**src/rtl/imm_pkg.sv**
```systemverilog
// Shared types and constants for the LEGv8 immediate-generation stage:
// format tags, opcode match values and the bit positions of every field.
package imm_pkg;

  // Immediate format tag carried alongside the extended value
  typedef enum logic [2:0] {
    IMM_NONE = 3'd0,
    IMM_I    = 3'd1,
    IMM_D    = 3'd2,
    IMM_B    = 3'd3,
    IMM_CB   = 3'd4,
    IMM_IW   = 3'd5
  } imm_kind_t;

  // I-type opcodes, instr[31:22]
  localparam logic [9:0]  OP_ADDI  = 10'b1001000100;
  localparam logic [9:0]  OP_SUBI  = 10'b1101000100;
  localparam logic [9:0]  OP_ANDI  = 10'b1001001000;
  localparam logic [9:0]  OP_ORRI  = 10'b1011001000;
  localparam logic [9:0]  OP_EORI  = 10'b1101001000;
  // D-type opcodes, instr[31:21]
  localparam logic [10:0] OP_LDUR  = 11'b11111000010;
  localparam logic [10:0] OP_STUR  = 11'b11111000000;
  // B-type opcodes, instr[31:26]
  localparam logic [5:0]  OP_B     = 6'b000101;
  localparam logic [5:0]  OP_BL    = 6'b100101;
  // CB-type opcodes, instr[31:24]
  localparam logic [7:0]  OP_CBZ   = 8'b10110100;
  localparam logic [7:0]  OP_CBNZ  = 8'b10110101;
  localparam logic [7:0]  OP_BCOND = 8'b01010100;
  // IW-type opcodes, instr[31:23]
  localparam logic [8:0]  OP_MOVZ  = 9'b110100101;
  localparam logic [8:0]  OP_MOVK  = 9'b111100101;

  // Opcode field widths (all opcodes are left-aligned at bit 31)
  localparam int unsigned I_OP_W   = 10;
  localparam int unsigned D_OP_W   = 11;
  localparam int unsigned B_OP_W   = 6;
  localparam int unsigned CB_OP_W  = 8;
  localparam int unsigned IW_OP_W  = 9;

  // Immediate field positions
  localparam int unsigned I_IMM_LSB  = 10;
  localparam int unsigned I_IMM_W    = 12;
  localparam int unsigned D_IMM_LSB  = 12;
  localparam int unsigned D_IMM_W    = 9;
  localparam int unsigned B_IMM_LSB  = 0;
  localparam int unsigned B_IMM_W    = 26;
  localparam int unsigned CB_IMM_LSB = 5;
  localparam int unsigned CB_IMM_W   = 19;
  localparam int unsigned IW_IMM_LSB = 5;
  localparam int unsigned IW_IMM_W   = 16;
  localparam int unsigned IW_HW_LSB  = 21;
  localparam int unsigned IW_HW_W    = 2;

  // True when a 10-bit opcode field names one of the I-type ALU immediates
  function automatic logic is_i_op(input logic [9:0] op);
    logic hit;
    case (op)
      OP_ADDI, OP_SUBI, OP_ANDI, OP_ORRI, OP_EORI: hit = 1'b1;
      default:                                     hit = 1'b0;
    endcase
    return hit;
  endfunction

endpackage

```
**src/rtl/imm_gen_stage_if.sv**
```systemverilog
// Ready/valid bundle between IF/ID, the immediate stage and EX.
// slave: the stage's view; master: the surrounding pipeline's view.
interface imm_gen_stage_if #(
  parameter int DATA_W  = 64,
  parameter int INSTR_W = 32
);
  import imm_pkg::*;

  logic               in_valid;
  logic               in_ready;
  logic [INSTR_W-1:0] instr;
  logic               out_valid;
  logic               out_ready;
  logic [DATA_W-1:0]  imm_out;
  imm_kind_t          imm_kind;

  modport slave (
    input  in_valid, instr, out_ready,
    output in_ready, out_valid, imm_out, imm_kind
  );

  modport master (
    output in_valid, instr, out_ready,
    input  in_ready, out_valid, imm_out, imm_kind
  );

endinterface

```
**src/rtl/imm_decode.sv**
```systemverilog
// Combinational LEGv8 immediate decoder: classifies the instruction word,
// extracts the immediate field and extends it to DATA_W bits.
module imm_decode
  import imm_pkg::*;
#(
  parameter int DATA_W  = 64,
  parameter int INSTR_W = 32
) (
  input  logic [INSTR_W-1:0] instr_i,
  output logic [DATA_W-1:0]  imm_o,
  output imm_kind_t          kind_o
);

  logic [I_OP_W-1:0]   op_i_s;
  logic [D_OP_W-1:0]   op_d_s;
  logic [B_OP_W-1:0]   op_b_s;
  logic [CB_OP_W-1:0]  op_cb_s;
  logic [IW_OP_W-1:0]  op_iw_s;
  logic [I_IMM_W-1:0]  imm12_s;
  logic [D_IMM_W-1:0]  imm9_s;
  logic [B_IMM_W-1:0]  imm26_s;
  logic [CB_IMM_W-1:0] imm19_s;
  logic [IW_IMM_W-1:0] imm16_s;
  logic [IW_HW_W-1:0]  hw_s;

  assign op_i_s  = instr_i[INSTR_W-1 -: I_OP_W];
  assign op_d_s  = instr_i[INSTR_W-1 -: D_OP_W];
  assign op_b_s  = instr_i[INSTR_W-1 -: B_OP_W];
  assign op_cb_s = instr_i[INSTR_W-1 -: CB_OP_W];
  assign op_iw_s = instr_i[INSTR_W-1 -: IW_OP_W];

  assign imm12_s = instr_i[I_IMM_LSB  +: I_IMM_W];
  assign imm9_s  = instr_i[D_IMM_LSB  +: D_IMM_W];
  assign imm26_s = instr_i[B_IMM_LSB  +: B_IMM_W];
  assign imm19_s = instr_i[CB_IMM_LSB +: CB_IMM_W];
  assign imm16_s = instr_i[IW_IMM_LSB +: IW_IMM_W];
  assign hw_s    = instr_i[IW_HW_LSB  +: IW_HW_W];

  // Select the format and build the extended immediate; branch offsets are
  // word offsets, so they gain two zero LSBs after sign extension
  always_comb begin
    imm_o  = {DATA_W{1'b0}};
    kind_o = IMM_NONE;
    if (is_i_op(op_i_s)) begin
      imm_o  = {{(DATA_W-I_IMM_W){1'b0}}, imm12_s};
      kind_o = IMM_I;
    end else if ((op_d_s == OP_LDUR) || (op_d_s == OP_STUR)) begin
      imm_o  = {{(DATA_W-D_IMM_W){imm9_s[D_IMM_W-1]}}, imm9_s};
      kind_o = IMM_D;
    end else if ((op_b_s == OP_B) || (op_b_s == OP_BL)) begin
      imm_o  = {{(DATA_W-B_IMM_W-2){imm26_s[B_IMM_W-1]}}, imm26_s, 2'b00};
      kind_o = IMM_B;
    end else if ((op_cb_s == OP_CBZ) || (op_cb_s == OP_CBNZ) ||
                 (op_cb_s == OP_BCOND)) begin
      imm_o  = {{(DATA_W-CB_IMM_W-2){imm19_s[CB_IMM_W-1]}}, imm19_s, 2'b00};
      kind_o = IMM_CB;
    end else if ((op_iw_s == OP_MOVZ) || (op_iw_s == OP_MOVK)) begin
      imm_o  = {{(DATA_W-IW_IMM_W){1'b0}}, imm16_s} << {hw_s, 4'b0000};
      kind_o = IMM_IW;
    end else begin
      imm_o  = {DATA_W{1'b0}};
      kind_o = IMM_NONE;
    end
  end

endmodule

```
**src/rtl/imm_gen_stage.sv**
```systemverilog
// Registered immediate-generation stage. Decoded immediates are held in a
// two-entry skid buffer (main drives the outputs, skid absorbs one beat of
// back-pressure) so in_ready is a flop and never depends on out_ready.
module imm_gen_stage
  import imm_pkg::*;
#(
  parameter int DATA_W  = 64,
  parameter int INSTR_W = 32
) (
  input logic             clk,
  input logic             reset,
  input logic             flush,
  imm_gen_stage_if.slave  bus
);

  logic [DATA_W-1:0] dec_imm_s;
  imm_kind_t         dec_kind_s;

  logic              main_valid_q, main_valid_d;
  logic [DATA_W-1:0] main_imm_q,   main_imm_d;
  imm_kind_t         main_kind_q,  main_kind_d;
  logic              skid_valid_q, skid_valid_d;
  logic [DATA_W-1:0] skid_imm_q,   skid_imm_d;
  imm_kind_t         skid_kind_q,  skid_kind_d;
  logic              in_ready_q,   in_ready_d;

  logic              accept_s;
  logic              deliver_s;

  imm_decode #(
    .DATA_W  (DATA_W),
    .INSTR_W (INSTR_W)
  ) u_decode (
    .instr_i (bus.instr),
    .imm_o   (dec_imm_s),
    .kind_o  (dec_kind_s)
  );

  assign accept_s  = bus.in_valid && in_ready_q;
  assign deliver_s = main_valid_q && bus.out_ready;

  // Skid-buffer next state: flush wins, then deliver/refill, then capture
  always_comb begin
    main_valid_d = main_valid_q;
    main_imm_d   = main_imm_q;
    main_kind_d  = main_kind_q;
    skid_valid_d = skid_valid_q;
    skid_imm_d   = skid_imm_q;
    skid_kind_d  = skid_kind_q;
    if (flush) begin
      main_valid_d = 1'b0;
      skid_valid_d = 1'b0;
    end else if (deliver_s) begin
      if (skid_valid_q) begin
        // in_ready is low while skid holds a beat, so no accept here
        main_valid_d = 1'b1;
        main_imm_d   = skid_imm_q;
        main_kind_d  = skid_kind_q;
        skid_valid_d = 1'b0;
      end else if (accept_s) begin
        main_valid_d = 1'b1;
        main_imm_d   = dec_imm_s;
        main_kind_d  = dec_kind_s;
      end else begin
        main_valid_d = 1'b0;
      end
    end else if (accept_s) begin
      if (main_valid_q) begin
        skid_valid_d = 1'b1;
        skid_imm_d   = dec_imm_s;
        skid_kind_d  = dec_kind_s;
      end else begin
        main_valid_d = 1'b1;
        main_imm_d   = dec_imm_s;
        main_kind_d  = dec_kind_s;
      end
    end else begin
      main_valid_d = main_valid_q;
      skid_valid_d = skid_valid_q;
    end
    in_ready_d = !skid_valid_d;
  end

  // State registers; reset empties both entries and clears the output data
  always_ff @(posedge clk or negedge reset) begin
    if (!reset) begin
      main_valid_q <= 1'b0;
      main_imm_q   <= {DATA_W{1'b0}};
      main_kind_q  <= IMM_NONE;
      skid_valid_q <= 1'b0;
      skid_imm_q   <= {DATA_W{1'b0}};
      skid_kind_q  <= IMM_NONE;
      in_ready_q   <= 1'b1;
    end else begin
      main_valid_q <= main_valid_d;
      main_imm_q   <= main_imm_d;
      main_kind_q  <= main_kind_d;
      skid_valid_q <= skid_valid_d;
      skid_imm_q   <= skid_imm_d;
      skid_kind_q  <= skid_kind_d;
      in_ready_q   <= in_ready_d;
    end
  end

  assign bus.in_ready  = in_ready_q;
  assign bus.out_valid = main_valid_q;
  assign bus.imm_out   = main_imm_q;
  assign bus.imm_kind  = main_kind_q;

endmodule

```
**src/flat_wrapper.sv**
```systemverilog
// flat-port wrapper written by rule: the top's interface ports become plain ports
module imm_gen_stage_flat import imm_pkg::*;
#(
  parameter int DATA_W  = 64,
  parameter int INSTR_W = 32
)
  (clk, reset, flush, bus_in_valid, bus_instr, bus_out_ready, bus_in_ready, bus_out_valid, bus_imm_out, bus_imm_kind);
  imm_gen_stage_if #(.DATA_W(DATA_W), .INSTR_W(INSTR_W)) bus_i ();
  input logic clk;
  input logic reset;
  input logic flush;
  input wire logic [$bits(bus_i.in_valid)-1:0] bus_in_valid;
  input wire logic [$bits(bus_i.instr)-1:0] bus_instr;
  input wire logic [$bits(bus_i.out_ready)-1:0] bus_out_ready;
  output wire logic [$bits(bus_i.in_ready)-1:0] bus_in_ready;
  output wire logic [$bits(bus_i.out_valid)-1:0] bus_out_valid;
  output wire logic [$bits(bus_i.imm_out)-1:0] bus_imm_out;
  output wire logic [$bits(bus_i.imm_kind)-1:0] bus_imm_kind;
  assign bus_i.in_valid = bus_in_valid;
  assign bus_i.instr = bus_instr;
  assign bus_i.out_ready = bus_out_ready;
  assign bus_in_ready = bus_i.in_ready;
  assign bus_out_valid = bus_i.out_valid;
  assign bus_imm_out = bus_i.imm_out;
  assign bus_imm_kind = bus_i.imm_kind;
  imm_gen_stage #(.DATA_W(DATA_W), .INSTR_W(INSTR_W)) u_core (.clk(clk), .reset(reset), .flush(flush), .bus(bus_i));
endmodule
```
**config.mk**
```make
export PLATFORM = sky130hd
export DESIGN_NAME = imm_gen_stage_flat
export DESIGN_NICKNAME = d
export VERILOG_FILES = /design/src/rtl/imm_pkg.sv /design/src/rtl/imm_gen_stage_if.sv /design/src/rtl/imm_decode.sv /design/src/rtl/imm_gen_stage.sv /design/src/flat_wrapper.sv
export SDC_FILE = /design/constraint.sdc
export NUM_CORES = 1
export LEC_CHECK = 0
export BUFFER_PORTS_ARGS = -buffer_cell sky130_fd_sc_hd__buf_2
export CAP_MARGIN = 20
export CORE_ASPECT_RATIO = 1.2
export CORE_MARGIN = 2
export CORE_UTILIZATION = 42
export DETAILED_ROUTE_END_ITERATION = 7
export RECOVER_POWER = 100
export SKIP_CTS_REPAIR_TIMING = 1
export SKIP_LAST_GASP = 1
export SLEW_MARGIN = 40
export SYNTH_ARGS = -nofsm -noshare
export SYNTH_HDL_FRONTEND = slang
export SYNTH_SLANG_ARGS = --single-unit
export TNS_END_PERCENT = 10
```
**constraint.sdc**
```tcl
create_clock -name clk -period 1.75 [get_ports clk]
set_clock_uncertainty 0.1 [all_clocks]
set_input_delay 0.0875 -clock clk [delete_from_list [all_inputs] [get_ports clk]]
set_output_delay 0.0875 -clock clk [all_outputs]
set_load 0.005 [all_outputs]
```
==> metrics.md <==
| Metric | Value |
|---|---|
| Outcome | `finished, violations left` |
| Failing checks | `hold timing, setup timing` |
| Placed cells | `1,048` |
| Fin crit share | `107%` |
| Critical path, cell by cell | `nand2_4, buf_4, a211oi_4, buf_12, buf_12, nor2_1, o22ai_2` |
| Post-Synthesis Cells | `712` |
| Minimum clock period | `1.86 ns` |
| CP Capture Type | `register` |
| IO buf count | `105` |
| Endpoints failing hold | `3` |
| WP data arrival | `2.11 ns` |
| Met3 Use GR | `5.66%` |
| Final setup vio count | `101` |
| Routed WL | `23,300 µm` |
| Fraction of registers with async set/reset | `100%` |
| Core area | `15,100 µm²` |
| Worst hold margin | `-0.0158 ns` |
| Count of non-filler cells in the finished layout | `1,091` |
| Post-DR wirelength/cell | `21.4 µm` |
| Routability congestion estimate | `0.924` |
| Seq/Total Area, Yosys | `52.6%` |
| CP max-delay cell | `dfstp_2` |
| Initial core utilization | `43.3%` |
| Max clock buf depth | `2` |
| Initial DRC count | `646` |
| Die W | `118 µm` |
| GR Util met2 | `44.6%` |
| CP max FO | `21` |
| Clock slew at reported path FFs | `0.06 ns` |
| Relative slew margins | `36.5%` |
| Clk sinks | `137` |
| Crit path kind | `register to register` |
| Final Util | `57.6%` |
| Fmax | `0.536 GHz` |
| Mean post-synth cell area | `9.16 µm²` |
| Unrepaired setup endpoints after global routing | `yes` |
| Gr busiest metal | `met2` |
| Layout cells sized above 1 | `25.6%` |
| P&R area growth vs syn | `33.2%` |
| Leakage | `3.75 nW` |
| I/O pins | `106` |
| TritonRoute pass-1 iters | `5` |
| Pins Over Slew Limit | `0` |
| Met1 Use GR | `38.6%` |
| Clk_lat worst skew | `0.44 ns` |
| Post-synth EDFFs | `0` |
| Fin worst setup slack | `-0.115 ns` |
| DIE HEIGHT | `141 µm` |
| CTS buffer count | `17` |
| GR Overflow Total | `0` |
| Hold depth | `3` |
| Most used flip-flop cell after synthesis | `dfrtp_1` |
| DR vias | `6,537` |
| HP Class | `primary input to register` |
| DRC errors left | `0` |
| VDD IR-drop max | `0.598 mV` |
| Root Buffer | `clkbuf_16` |
| Vias in the first global route | `6,528` |
| Core Rows | `49` |
| Dpl hpwl | `15,300 µm` |
| CTS tree | `done` |
| Synthesized Nets | `749` |
| CP peak stage delay | `0.56 ns` |
| Die area | `16,600 µm²` |
| Fill count | `1,394` |
| Slew @ Worst Pin | `0.953 ns` |
| GRT Total Usage | `28.0%` |
| Critical Path Most Common Cell | `buf_12` |
| Synthesized area | `6530 µm²` |
| Final Net Count | `911` |
| Synth cell types | `58` |
| Synth warn | `0` |
| Cells on worst reg2reg path | `7` |
| Antenna violations before repair | `0` |
| Synthesized flop and latch total | `137` |
| WP data required | `1.99 ns` |
| # diodes | `0` |
| First-pass GRT wire length | `36,300 µm` |
| P per Cell Area | `979 nW/µm²` |
| Final Total Pwr | `8.51 mW` |
| Htree depth | `4` |
| Max cap viols | `0` |
| Vias/cell | `5.99` |
| Antenna Nets Post-Route | `0` |
| Largest net degree at the start of global routing | `39` |
| CP Launch Type | `register` |
==> cell families (layout without fill, tap and decap cells) <==
group	count (synthesis)	after routing	share of synthesized area (%)
AND/OR/NAND/NOR	196	196	14.0
multiplexers	1	1	0.153
buffers and inverters	77	251	4.99
AO/OA/AOI/OAI	301	302	28.3
flip-flops	137	137	52.6
==> power by group <==
group	total [mW]	internal (mW)	switching, mW
Clock	3.36	1.89	1.47
Combinational	1.37	0.596	0.773
Sequential	3.78	3.56	0.222
Total	8.51	6.04	2.46
==> state kept, by name, indices dropped and copies added, names as in the netlist <==
signal                count
u_core.bus.imm_kind       3
u_core.bus.imm_out       64
u_core.bus.in_ready       1
u_core.bus.out_valid      1
u_core.skid_imm_q        64
u_core.skid_kind_q        3
u_core.skid_valid_q       1
==> path summary, 6_finish.rpt <==
path                                           to  slack, ns                  start
min in group asynchronous  u_core.bus.imm_out[13]       0.25                  reset
min                        u_core.bus.imm_out[22]      -0.02           bus_in_valid
min reg2reg                 u_core.skid_kind_q[2]       0.38  u_core.skid_kind_q[2]
max reg2reg                u_core.bus.imm_out[26]      -0.11    u_core.bus.in_ready
max                        u_core.bus.imm_out[26]      -0.11    u_core.bus.in_ready
max in group asynchronous  u_core.bus.imm_out[60]       0.19                  reset
==> metal layers <==
layer	up-vias	part of all wire [%]
met2	293	48
met5	-	0
met1	3251	43
li1	2959	-
met4	0	1.8
met3	34	6.9
==> critical path, delay by kind of cell (launching register included) <==
family                 cells  cell delay, ns
AND/OR/NAND/NOR            2            0.17
buffers and inverters      3            0.51
flip-flops                 1            0.56
AO/OA/AOI/OAI              2            0.41
==> cell usage in the layout (no fill, tap or decap), types with 5 or more instances in the layout <==
cell type,instances
inv_1,11
a221o_1,6
buf_12,15
nand2b_1,7
clkbuf_16,20
o21ai_0,40
clkbuf_1,34
a22oi_1,5
nor2_1,76
a31oi_1,11
a222oi_1,8
o21ai_1,32
or3_1,12
buf_2,70
buf_4,75
a221oi_1,11
a21oi_1,100
nor3_1,5
o22ai_1,47
dfrtp_1,135
nand2_1,63
==> synthesized netlist by cell type (all sizes together) (5+ instances only) <==
cell type | number | area, µm²
a211oi | 5 | 42.5
a21oi | 102 | 526
a221o | 6 | 60.1
a221oi | 11 | 96.3
a222oi | 8 | 80.1
a22oi | 5 | 37.5
a31oi | 11 | 68.8
buf | 20 | 110
clkbuf | 46 | 174
dfrtp | 136 | 3400
inv | 11 | 41.3
nand2 | 64 | 240
nand2b | 7 | 43.8
nor2 | 76 | 285
nor3 | 8 | 55.1
o2111ai | 5 | 43.8
o21ai | 72 | 360
o22ai | 51 | 319
or3 | 13 | 81.3
==> stage by stage <==
step           instance area, µm²  setup TNS [ns]  worst slack (ns)  hold WS (ns)
6_report                     8690           -5.54            -0.115       -0.0158
5_1_grt                      8690          -14.12            -0.162       0.00297
4_1_cts                      8500          -13.29            -0.223        -0.542
3_5_place_dp                 7950          -19.07            -0.241       -0.0828
3_3_place_gp                 7950          -17.55            -0.207       -0.0838
2_1_floorplan                6550           -1.80           -0.0609        -0.308
==> area by class of cell <==
class	count	area [µm²]	share of cell area, %
repair buffers	208	1530	17.6
clock inverters	13	93.8	1.08
inverters	11	41.3	0.475
clock buffers	19	453	5.21
multi-input cells	499	2890	33.2
well taps	204	255	2.94
flip-flops and latches	137	3430	39.5
Note: power is estimated with default switching activity, not from simulation.
